<file path="src/rtl/issue_pkg.sv">
// Shared definitions for the dual-issue scheduler: the packed attribute
// layout produced by the pre-decoder, the scheduler state encoding and the
// fetch-consume codes.
package issue_pkg;

  // Attribute bus, MSB to LSB:
  // ctrl | mem | rw | dst[4:0] | src_a[4:0] | src_b[4:0] | uses_b
  localparam int unsigned ATTR_W     = 19;
  localparam int unsigned A_CTRL     = 18;
  localparam int unsigned A_MEM      = 17;
  localparam int unsigned A_RW       = 16;
  localparam int unsigned A_DST_LSB  = 11;
  localparam int unsigned A_SRCA_LSB = 6;
  localparam int unsigned A_SRCB_LSB = 1;
  localparam int unsigned A_USES_B   = 0;
  localparam int unsigned REG_W      = 5;

  typedef enum logic [0:0] {
    ST_RUN  = 1'b0,
    ST_HELD = 1'b1
  } sched_state_e;

  // Number of fetch-window instructions consumed in a cycle.
  localparam logic [1:0] CONS_NONE = 2'd0;
  localparam logic [1:0] CONS_ONE  = 2'd1;
  localparam logic [1:0] CONS_TWO  = 2'd2;

endpackage

</file>
<file path="src/rtl/pair_check.sv">
// Combinational pairing check for an older/younger instruction pair.
// Ports:
//   o_attr_i   - attributes of the older instruction
//   y_attr_i   - attributes of the younger instruction
//   pairable_o - 1 when both may issue in the same cycle
module pair_check
  import issue_pkg::*;
(
  input  logic [ATTR_W-1:0] o_attr_i,
  input  logic [ATTR_W-1:0] y_attr_i,
  output logic              pairable_o
);

  logic             o_ctrl_s, o_mem_s, o_rw_s;
  logic             y_ctrl_s, y_mem_s, y_rw_s, y_uses_b_s;
  logic [REG_W-1:0] o_dst_s, y_dst_s, y_srca_s, y_srcb_s;
  logic             o_dst_nz_s;
  logic             ctrl_hz_s, mem_hz_s, raw_hz_s, waw_hz_s;

  assign o_ctrl_s   = o_attr_i[A_CTRL];
  assign o_mem_s    = o_attr_i[A_MEM];
  assign o_rw_s     = o_attr_i[A_RW];
  assign o_dst_s    = o_attr_i[A_DST_LSB +: REG_W];
  assign y_ctrl_s   = y_attr_i[A_CTRL];
  assign y_mem_s    = y_attr_i[A_MEM];
  assign y_rw_s     = y_attr_i[A_RW];
  assign y_dst_s    = y_attr_i[A_DST_LSB +: REG_W];
  assign y_srca_s   = y_attr_i[A_SRCA_LSB +: REG_W];
  assign y_srcb_s   = y_attr_i[A_SRCB_LSB +: REG_W];
  assign y_uses_b_s = y_attr_i[A_USES_B];

  // $zero is never a real producer, so it cannot create RAW/WAW hazards.
  assign o_dst_nz_s = (o_dst_s != 5'd0);

  assign ctrl_hz_s = o_ctrl_s | y_ctrl_s;
  assign mem_hz_s  = o_mem_s & y_mem_s;
  assign raw_hz_s  = o_rw_s & o_dst_nz_s &
                     ((y_srca_s == o_dst_s) | (y_uses_b_s & (y_srcb_s == o_dst_s)));
  assign waw_hz_s  = o_rw_s & y_rw_s & o_dst_nz_s & (o_dst_s == y_dst_s);

  assign pairable_o = ~(ctrl_hz_s | mem_hz_s | raw_hz_s | waw_hz_s);

endmodule

</file>
<file path="src/rtl/issue_sched.sv">
// Registered dual-issue scheduler between the two-instruction fetch window
// and the two decode/execute lanes. A younger instruction that cannot pair
// is parked in a one-entry hold register and issued as the older lane next.
// Ports:
//   clk, reset            - clock, asynchronous active-high reset
//   f_valid               - fetch window holds two valid instructions
//   f_inst0/1, f_attr0/1  - window instructions (PC, PC+4) and attributes
//   stall_in, flush_in    - downstream stall, redirect flush
//   f_consume             - window instructions consumed this cycle (comb)
//   iss0_*/iss1_*         - registered lane 0 (older) / lane 1 (younger)
//   pair_cnt, single_cnt  - dual-issue / single-issue cycle counters
module issue_sched
  import issue_pkg::*;
#(
  parameter int unsigned CNT_W = 32
) (
  input  logic              clk,
  input  logic              reset,
  input  logic              f_valid,
  input  logic [31:0]       f_inst0,
  input  logic [31:0]       f_inst1,
  input  logic [ATTR_W-1:0] f_attr0,
  input  logic [ATTR_W-1:0] f_attr1,
  input  logic              stall_in,
  input  logic              flush_in,
  output logic [1:0]        f_consume,
  output logic              iss0_valid,
  output logic [31:0]       iss0_inst,
  output logic              iss1_valid,
  output logic [31:0]       iss1_inst,
  output logic [CNT_W-1:0]  pair_cnt,
  output logic [CNT_W-1:0]  single_cnt
);

  sched_state_e      state_q, state_d;
  logic [31:0]       hold_inst_q, hold_inst_d;
  logic [ATTR_W-1:0] hold_attr_q, hold_attr_d;
  logic              iss0_valid_q, iss0_valid_d;
  logic              iss1_valid_q, iss1_valid_d;
  logic [31:0]       iss0_inst_q, iss0_inst_d;
  logic [31:0]       iss1_inst_q, iss1_inst_d;
  logic [CNT_W-1:0]  pair_cnt_q, pair_cnt_d;
  logic [CNT_W-1:0]  single_cnt_q, single_cnt_d;
  logic [1:0]        consume_s;
  logic              pair_win_s, pair_hold_s;

  localparam logic [CNT_W-1:0] CNT_ONE = {{(CNT_W-1){1'b0}}, 1'b1};

  pair_check u_pair_win (
    .o_attr_i   (f_attr0),
    .y_attr_i   (f_attr1),
    .pairable_o (pair_win_s)
  );

  pair_check u_pair_hold (
    .o_attr_i   (hold_attr_q),
    .y_attr_i   (f_attr0),
    .pairable_o (pair_hold_s)
  );

  // Next-state, issue selection and counter update.
  always_comb begin
    state_d      = state_q;
    hold_inst_d  = hold_inst_q;
    hold_attr_d  = hold_attr_q;
    iss0_valid_d = iss0_valid_q;
    iss1_valid_d = iss1_valid_q;
    iss0_inst_d  = iss0_inst_q;
    iss1_inst_d  = iss1_inst_q;
    pair_cnt_d   = pair_cnt_q;
    single_cnt_d = single_cnt_q;
    consume_s    = CONS_NONE;

    if (flush_in) begin
      state_d      = ST_RUN;
      hold_inst_d  = 32'd0;
      hold_attr_d  = '0;
      iss0_valid_d = 1'b0;
      iss1_valid_d = 1'b0;
    end else if (stall_in) begin
      // Everything already holds its current value.
      consume_s = CONS_NONE;
    end else begin
      case (state_q)
        ST_RUN: begin
          if (f_valid) begin
            iss0_valid_d = 1'b1;
            iss0_inst_d  = f_inst0;
            consume_s    = CONS_TWO;
            if (pair_win_s) begin
              iss1_valid_d = 1'b1;
              iss1_inst_d  = f_inst1;
            end else begin
              // f_inst1 is consumed now but issued next cycle from hold.
              iss1_valid_d = 1'b0;
              hold_inst_d  = f_inst1;
              hold_attr_d  = f_attr1;
              state_d      = ST_HELD;
            end
          end else begin
            iss0_valid_d = 1'b0;
            iss1_valid_d = 1'b0;
          end
        end
        ST_HELD: begin
          // The held instruction is older than anything in the window.
          iss0_valid_d = 1'b1;
          iss0_inst_d  = hold_inst_q;
          hold_inst_d  = 32'd0;
          hold_attr_d  = '0;
          state_d      = ST_RUN;
          if (f_valid && pair_hold_s) begin
            iss1_valid_d = 1'b1;
            iss1_inst_d  = f_inst0;
            consume_s    = CONS_ONE;
          end else begin
            iss1_valid_d = 1'b0;
          end
        end
        default: begin
          state_d      = ST_RUN;
          iss0_valid_d = 1'b0;
          iss1_valid_d = 1'b0;
        end
      endcase

      if (iss0_valid_d && iss1_valid_d) begin
        pair_cnt_d = pair_cnt_q + CNT_ONE;
      end else if (iss0_valid_d) begin
        single_cnt_d = single_cnt_q + CNT_ONE;
      end else begin
        pair_cnt_d = pair_cnt_q;
      end
    end
  end

  // Scheduler state, hold entry, issue lanes and counters.
  always_ff @(posedge clk or posedge reset) begin
    if (reset) begin
      state_q      <= ST_RUN;
      hold_inst_q  <= 32'd0;
      hold_attr_q  <= '0;
      iss0_valid_q <= 1'b0;
      iss1_valid_q <= 1'b0;
      iss0_inst_q  <= 32'd0;
      iss1_inst_q  <= 32'd0;
      pair_cnt_q   <= '0;
      single_cnt_q <= '0;
    end else begin
      state_q      <= state_d;
      hold_inst_q  <= hold_inst_d;
      hold_attr_q  <= hold_attr_d;
      iss0_valid_q <= iss0_valid_d;
      iss1_valid_q <= iss1_valid_d;
      iss0_inst_q  <= iss0_inst_d;
      iss1_inst_q  <= iss1_inst_d;
      pair_cnt_q   <= pair_cnt_d;
      single_cnt_q <= single_cnt_d;
    end
  end

  // Fetch must see nothing consumed while reset is held.
  assign f_consume  = reset ? CONS_NONE : consume_s;
  assign iss0_valid = iss0_valid_q;
  assign iss0_inst  = iss0_inst_q;
  assign iss1_valid = iss1_valid_q;
  assign iss1_inst  = iss1_inst_q;
  assign pair_cnt   = pair_cnt_q;
  assign single_cnt = single_cnt_q;

endmodule
</file>
<file path="config.mk">
export PLATFORM = sky130hd
export DESIGN_NAME = issue_sched
export DESIGN_NICKNAME = d
export VERILOG_FILES = /design/src/rtl/issue_pkg.sv /design/src/rtl/pair_check.sv /design/src/rtl/issue_sched.sv
export SDC_FILE = /design/constraint.sdc
export NUM_CORES = 1
export LEC_CHECK = 0
export BUFFER_PORTS_ARGS = -buffer_cell sky130_fd_sc_hd__buf_2
export CAP_MARGIN = 20
export CORE_UTILIZATION = 25
export CTS_CLUSTER_DIAMETER = 150
export DETAILED_ROUTE_END_ITERATION = 7
export HOLD_SLACK_MARGIN = 0.15
export PLACE_DENSITY = 0.41
export SLEW_MARGIN = 0
export SYNTH_ARGS = -nofsm -noshare
export SYNTH_HDL_FRONTEND = slang
export SYNTH_HIERARCHICAL = 1
export SYNTH_SLANG_ARGS = --single-unit
</file>
<file path="constraint.sdc">
create_clock -name clk -period 6 [get_ports clk]
set_input_delay 0.3 -clock clk [delete_from_list [all_inputs] [get_ports clk]]
set_output_delay 0.3 -clock clk [all_outputs]
set_load 0.1 [all_outputs]
</file>
==> After elaboration in Yosys (flattened, before gate mapping) <==
Cells that the tools add are included.
{ "totals": {"register_bits": 182, "input_bits": 107, "output_inout_bits": 132} }
{ "op_classes": {"add_sub_neg": 2, "eq_ne": 12, "muxes": 41, "n_bitwise": 29, "reduce_logical": 9} }
{ "op_table": {"columns": ["cell", "count"], "rows": [
  ["$mux W32", 8],
  ["$pmux W32 S2", 3],
  ["$mux W19", 4],
  ["$add A32 B1 Y32 const B", 2],
  ["$pmux W19 S2", 1],
  ["$eq A5 B5 Y1", 6],
  ["$mux W1", 17],
  ["$and A1 B1 Y1", 14],
  ["$or A1 B1 Y1", 10],
  ["$reduce_bool A5 Y1", 2],
  ["$reduce_and A3 Y1", 3],
  ["$mux W2", 4],
  ["$pmux W1 S2", 3],
  ["$not A1 Y1", 5],
  ["$reduce_and A5 Y1", 1],
  ["$ne A2 B1 Y1 const B", 2],
  ["$ne A2 B2 Y1 const B", 2],
  ["$pmux W2 S2", 1],
  ["$reduce_and A4 Y1", 1],
  ["$ne A3 B2 Y1 const B", 1],
  ["$ne A3 B3 Y1 const B", 1],
  ["$logic_and A1 B1 Y1", 2]
]} }

==> Logic depth before layout (Yosys ltp) <==
{ "depth": {"ltp_word": 15, "mapped_depth": 12} }

==> By module <==
Netlist, hierarchy kept.
{ "modules_own_cells": {"columns": ["module", "instances", "cells_per_inst", "area_per_inst_um2"], "rows": [
  ["issue_sched", 1, 749, 7937.6],
  ["pair_check", 2, 25, 197.7]
]} }

==> Least setup slack after synthesis <==
Ideal clock, no wire load.
{ "synth_path": {"path_type": "register -> output", "startpoint": "reg hold_attr_q[12]", "endpoint": "out f_consume[0]", "arrival_time_ns": 4.481, "required_ns": 5.700, "path_slack_ns": 1.219, "stages_incl_launch_ff": 7, "path_cell_list": "dfrtp_1 > or4_1 > o21ai_1 > a31oi_1 > a2111oi_2 > nand2_1 > nor4_1"} }
{ "synth_between": {"elab_chain_cells": 13, "elab_cells_between_ends": 19, "classes_between": "eq/ne (3); mux (5); bitwise (9); reduce/logical (2)"} }
{ "synth_rtl": {"columns": ["item", "line_no", "source"], "rows": [
  ["from (decl)", "issue_sched.sv:37", "logic [ATTR_W-1:0] hold_attr_q, hold_attr_d;"],
  ["from (signal assigned)", "issue_sched.sv:152", "hold_attr_q <= hold_attr_d;"],
  ["$eq A5 B5 Y1", "pair_check.sv:38", "((y_srca_s == o_dst_s) | (y_uses_b_s & (y_srcb_s == o_dst_s)));"],
  ["$and A1 B1 Y1", "pair_check.sv:38", null],
  ["$or A1 B1 Y1", "pair_check.sv:38", null],
  ["$and A1 B1 Y1", "pair_check.sv:37", "assign raw_hz_s = o_rw_s & o_dst_nz_s &"],
  ["$or A1 B1 Y1", "pair_check.sv:41", "assign pairable_o = ~(ctrl_hz_s | mem_hz_s | raw_hz_s | waw_hz_s);"],
  ["$or A1 B1 Y1 (*)", "pair_check.sv:41", null],
  ["$not A1 Y1 (*)", "pair_check.sv:41", null],
  ["via pair_hold_s", "issue_sched.sv:45", "logic pair_win_s, pair_hold_s;"],
  ["$logic_and A1 B1 Y1 (*)", "issue_sched.sv:112", "if (f_valid && pair_hold_s) begin"],
  ["$mux W1 (*)", "issue_sched.sv:112", null],
  ["$pmux W2 S2 (*)", "issue_sched.sv:84", "case (state_q)"],
  ["$mux W2 (*)", "issue_sched.sv:80", "end else if (stall_in) begin"],
  ["$mux W2 (*)", "issue_sched.sv:74", "if (flush_in) begin"],
  ["$mux W2 (*)", "issue_sched.sv:163", "assign f_consume = reset ? CONS_NONE : consume_s;"],
  ["to (decl)", "issue_sched.sv:26", "output logic [1:0] f_consume,"]
]} }
Mark *: on every way through the listed nets, which the timed path passes. The rest lies on a longest branch.

==> Final worst setup path <==
{ "layout_path": {"startpoint": "reg hold_attr_q[12]", "endpoint": "reg pair_cnt_q[28], in the netlist pair_cnt[28]"} }
{ "layout_between": {"elab_chain_cells": 14, "elab_cells_between_ends": 20, "classes_between": "eq/ne (3); mux (4); bitwise (9); reduce/logical (4)"} }
{ "layout_rtl": {"columns": ["item", "line_no", "source"], "rows": [
  ["$eq A5 B5 Y1", "pair_check.sv:38", null],
  ["$and A1 B1 Y1", "pair_check.sv:38", null],
  ["$or A1 B1 Y1", "pair_check.sv:38", null],
  ["$and A1 B1 Y1", "pair_check.sv:37", null],
  ["$or A1 B1 Y1", "pair_check.sv:41", null],
  ["$or A1 B1 Y1 (*)", "pair_check.sv:41", null],
  ["$not A1 Y1 (*)", "pair_check.sv:41", null],
  ["via pair_hold_s", "issue_sched.sv:45", null],
  ["$logic_and A1 B1 Y1 (*)", "issue_sched.sv:112", null],
  ["$mux W1 (*)", "issue_sched.sv:112", null],
  ["$pmux W1 S2 (*)", "issue_sched.sv:84", null],
  ["$mux W1 (*)", "issue_sched.sv:80", null],
  ["$mux W1 (*)", "issue_sched.sv:74", null],
  ["$logic_and A1 B1 Y1 (*)", "issue_sched.sv:127", "if (iss0_valid_d && iss1_valid_d) begin"],
  ["$reduce_and A3 Y1 (no source line) (*)", null, null],
  ["to (signal assigned)", "issue_sched.sv:157", "pair_cnt_q <= pair_cnt_d;"],
  ["to (decl)", "issue_sched.sv:42", "logic [CNT_W-1:0] pair_cnt_q, pair_cnt_d;"]
]} }
Mark *: on every way through the listed nets, which the timed path passes. The rest lies on a longest branch. The select of a mux whose other input is x is not followed.
A chain may end at the register's enable or synchronous reset.

==> out/metrics.yaml <==
status: "complete, no violations"
syn_area_um2: 7960
grt_pass1_wl_um: 37400
coreArea_um2: 31000
rsz0062_at_grt: "no"
cts_sinks: 171
critPathArrivalTime_ns: 3.72
synth_nets: 886
ant_nets: 0
cts_made_buffers: 17
final_area_um2: 10600
hold_class: "in2reg"
finalCritPeriodShare_pct: 56.6
syn2layout_area_growth_pct: 32.8
clock.fmax_ghz: 0.294
grt_max_degree: 76
powerDensity_nw_per_um2: 385
setup_ws_ns: 2.60
num_vias: 6469
routedWlPerCell_um: 15.9
drt_iter0_markers: 379
cap_violations: 0
h-tree-depth: 4
initial_utilization_pct: 25.7
r2r_slack_ns: 2.60
clock_latency_ns: 0.43
cp_slowest_cell: "or4_1"
globalplace.congestion: 0.753
hold_viol: 0
critPathMaxFanout: 43
cts_root_buf: "clkbuf_16"
grt_pass1_vias: 6641
slowest_delay_ns: 0.56
synthCells: 777
dp_slack_ns: 2.41
clk_pin_slew_worst_paths_ns: 0.08
placed_area_um2: 9540
period_needed_ns: 3.40
setup_violations: 0
clockBufferDepth: 2
fin_skew_ns: 0.0113
cts_tree: "yes"
nets: 1149
die-area_um2: 32600
crit_start: "hold_attr_q[12]"
max_slew_margin_pct: 36.0
crit_required_ns: 6.32
die_y_um: 180
rows: 64
ioPinCount: 239
antenna_found_initial: 1
grt_usage_pct: 14.7
final_util_pct: 34.1
grt-ovfl-total: 0
final_cell_mix: "buf_2, dfrtp_1, nand2_1"
worst_pin_slew_ns: 0.958
crit_type: "reg2reg"
wl_um: 23100
timing.rr.start: "hold_attr_q[12]"
dr.pass1.iters: 4
cp-end-kind: "flip-flop"
portBuffers: 238
drc: 0
syn_avg_cell_area_um2: 10.2
vdd_drop_max_uv: 304
final_common_cell: "buf_2"
drive_gt1_share_pct: 27.9
viasPerCell: 4.46
fin_hold_ws_ns: 0.180
dpl.hpwl_um: 16000
hold_start: "f_inst0[17]"
cp_top_family: "simple AND/OR/NAND/NOR gates"
die_x_um: 180
critPathBufInv: 1
path_cells: "or4_1, o21ai_1, a31oi_1, a2111oi_2, mux2i_1, nor3_4, buf_4, and3_1, nand4_1, xnor2_1"
total_leakage_power_nw: 4.96
setup_tns_ns: 0
drv_slew: 0
ys_warn_count: 6
start_kind: "flip-flop"
## registers in the layout, indices dropped and copies added, names as in the netlist
name and cells:
pair_cnt 32, hold_inst_q 32, state_q 1, iss0_valid 1, iss0_inst 32, single_cnt 32, hold_attr_q 8, iss1_valid 1
iss1_inst 32
## final timing paths
check	to	cells after the start
setup / recovery	pair_cnt[28]	10
hold / removal	iss0_inst[17]	3
setup reg to reg	pair_cnt[28]	10
hold reg to reg	single_cnt[31]	1
max in group asynchronous	iss0_inst[7]	5
min in group asynchronous	hold_attr_q[14]	3
## timing repair
action	4_1_cts	5_1_grt
gates resized for setup	0	0
setup buffers	0	0
hold buffers	41	0
hold endpoints to repair	106	0
## worst min-delay path, stage by stage
cell and delay [ns]:
buf_2 0.09, mux2i_1 0.06, a21oi_1 0.13
## per-layer routing
layer	track usage [%]	vias to the layer above	wire length [um]
met4	4.00	0	218
li1	-	3217	-
met3	4.22	14	1310
met1	18.7	3086	10500
met2	24.2	152	11000
met5	0	-	0
## final cells by class
type                    instances  area, um^2
diodes                          1        2.50
clock buffers                  21         480
clock inverters                11         109
fillers                      3222       20400
inverters                       7        31.3
multi-input cells             555        3480
flip-flops and latches        171        4280
well taps                     396         495
repair buffers                288        1690
## stage by stage
step                total power (W)  instances
finish                      0.00407       1450
global route                0.00426       1449
CTS                         0.00413       1448
detailed placement          0.00296       1375
global placement            0.00295       1375
floorplan                   0.00266        777
## report_power, final
part           switching [W]  total, W  internal, W
clock               0.000503   0.00112     0.000621
combinational        0.00127   0.00153     0.000258
sequential          0.000103   0.00141      0.00131
total                0.00188   0.00407      0.00219
No activity file was read; power rests on OpenSTA's default activity.
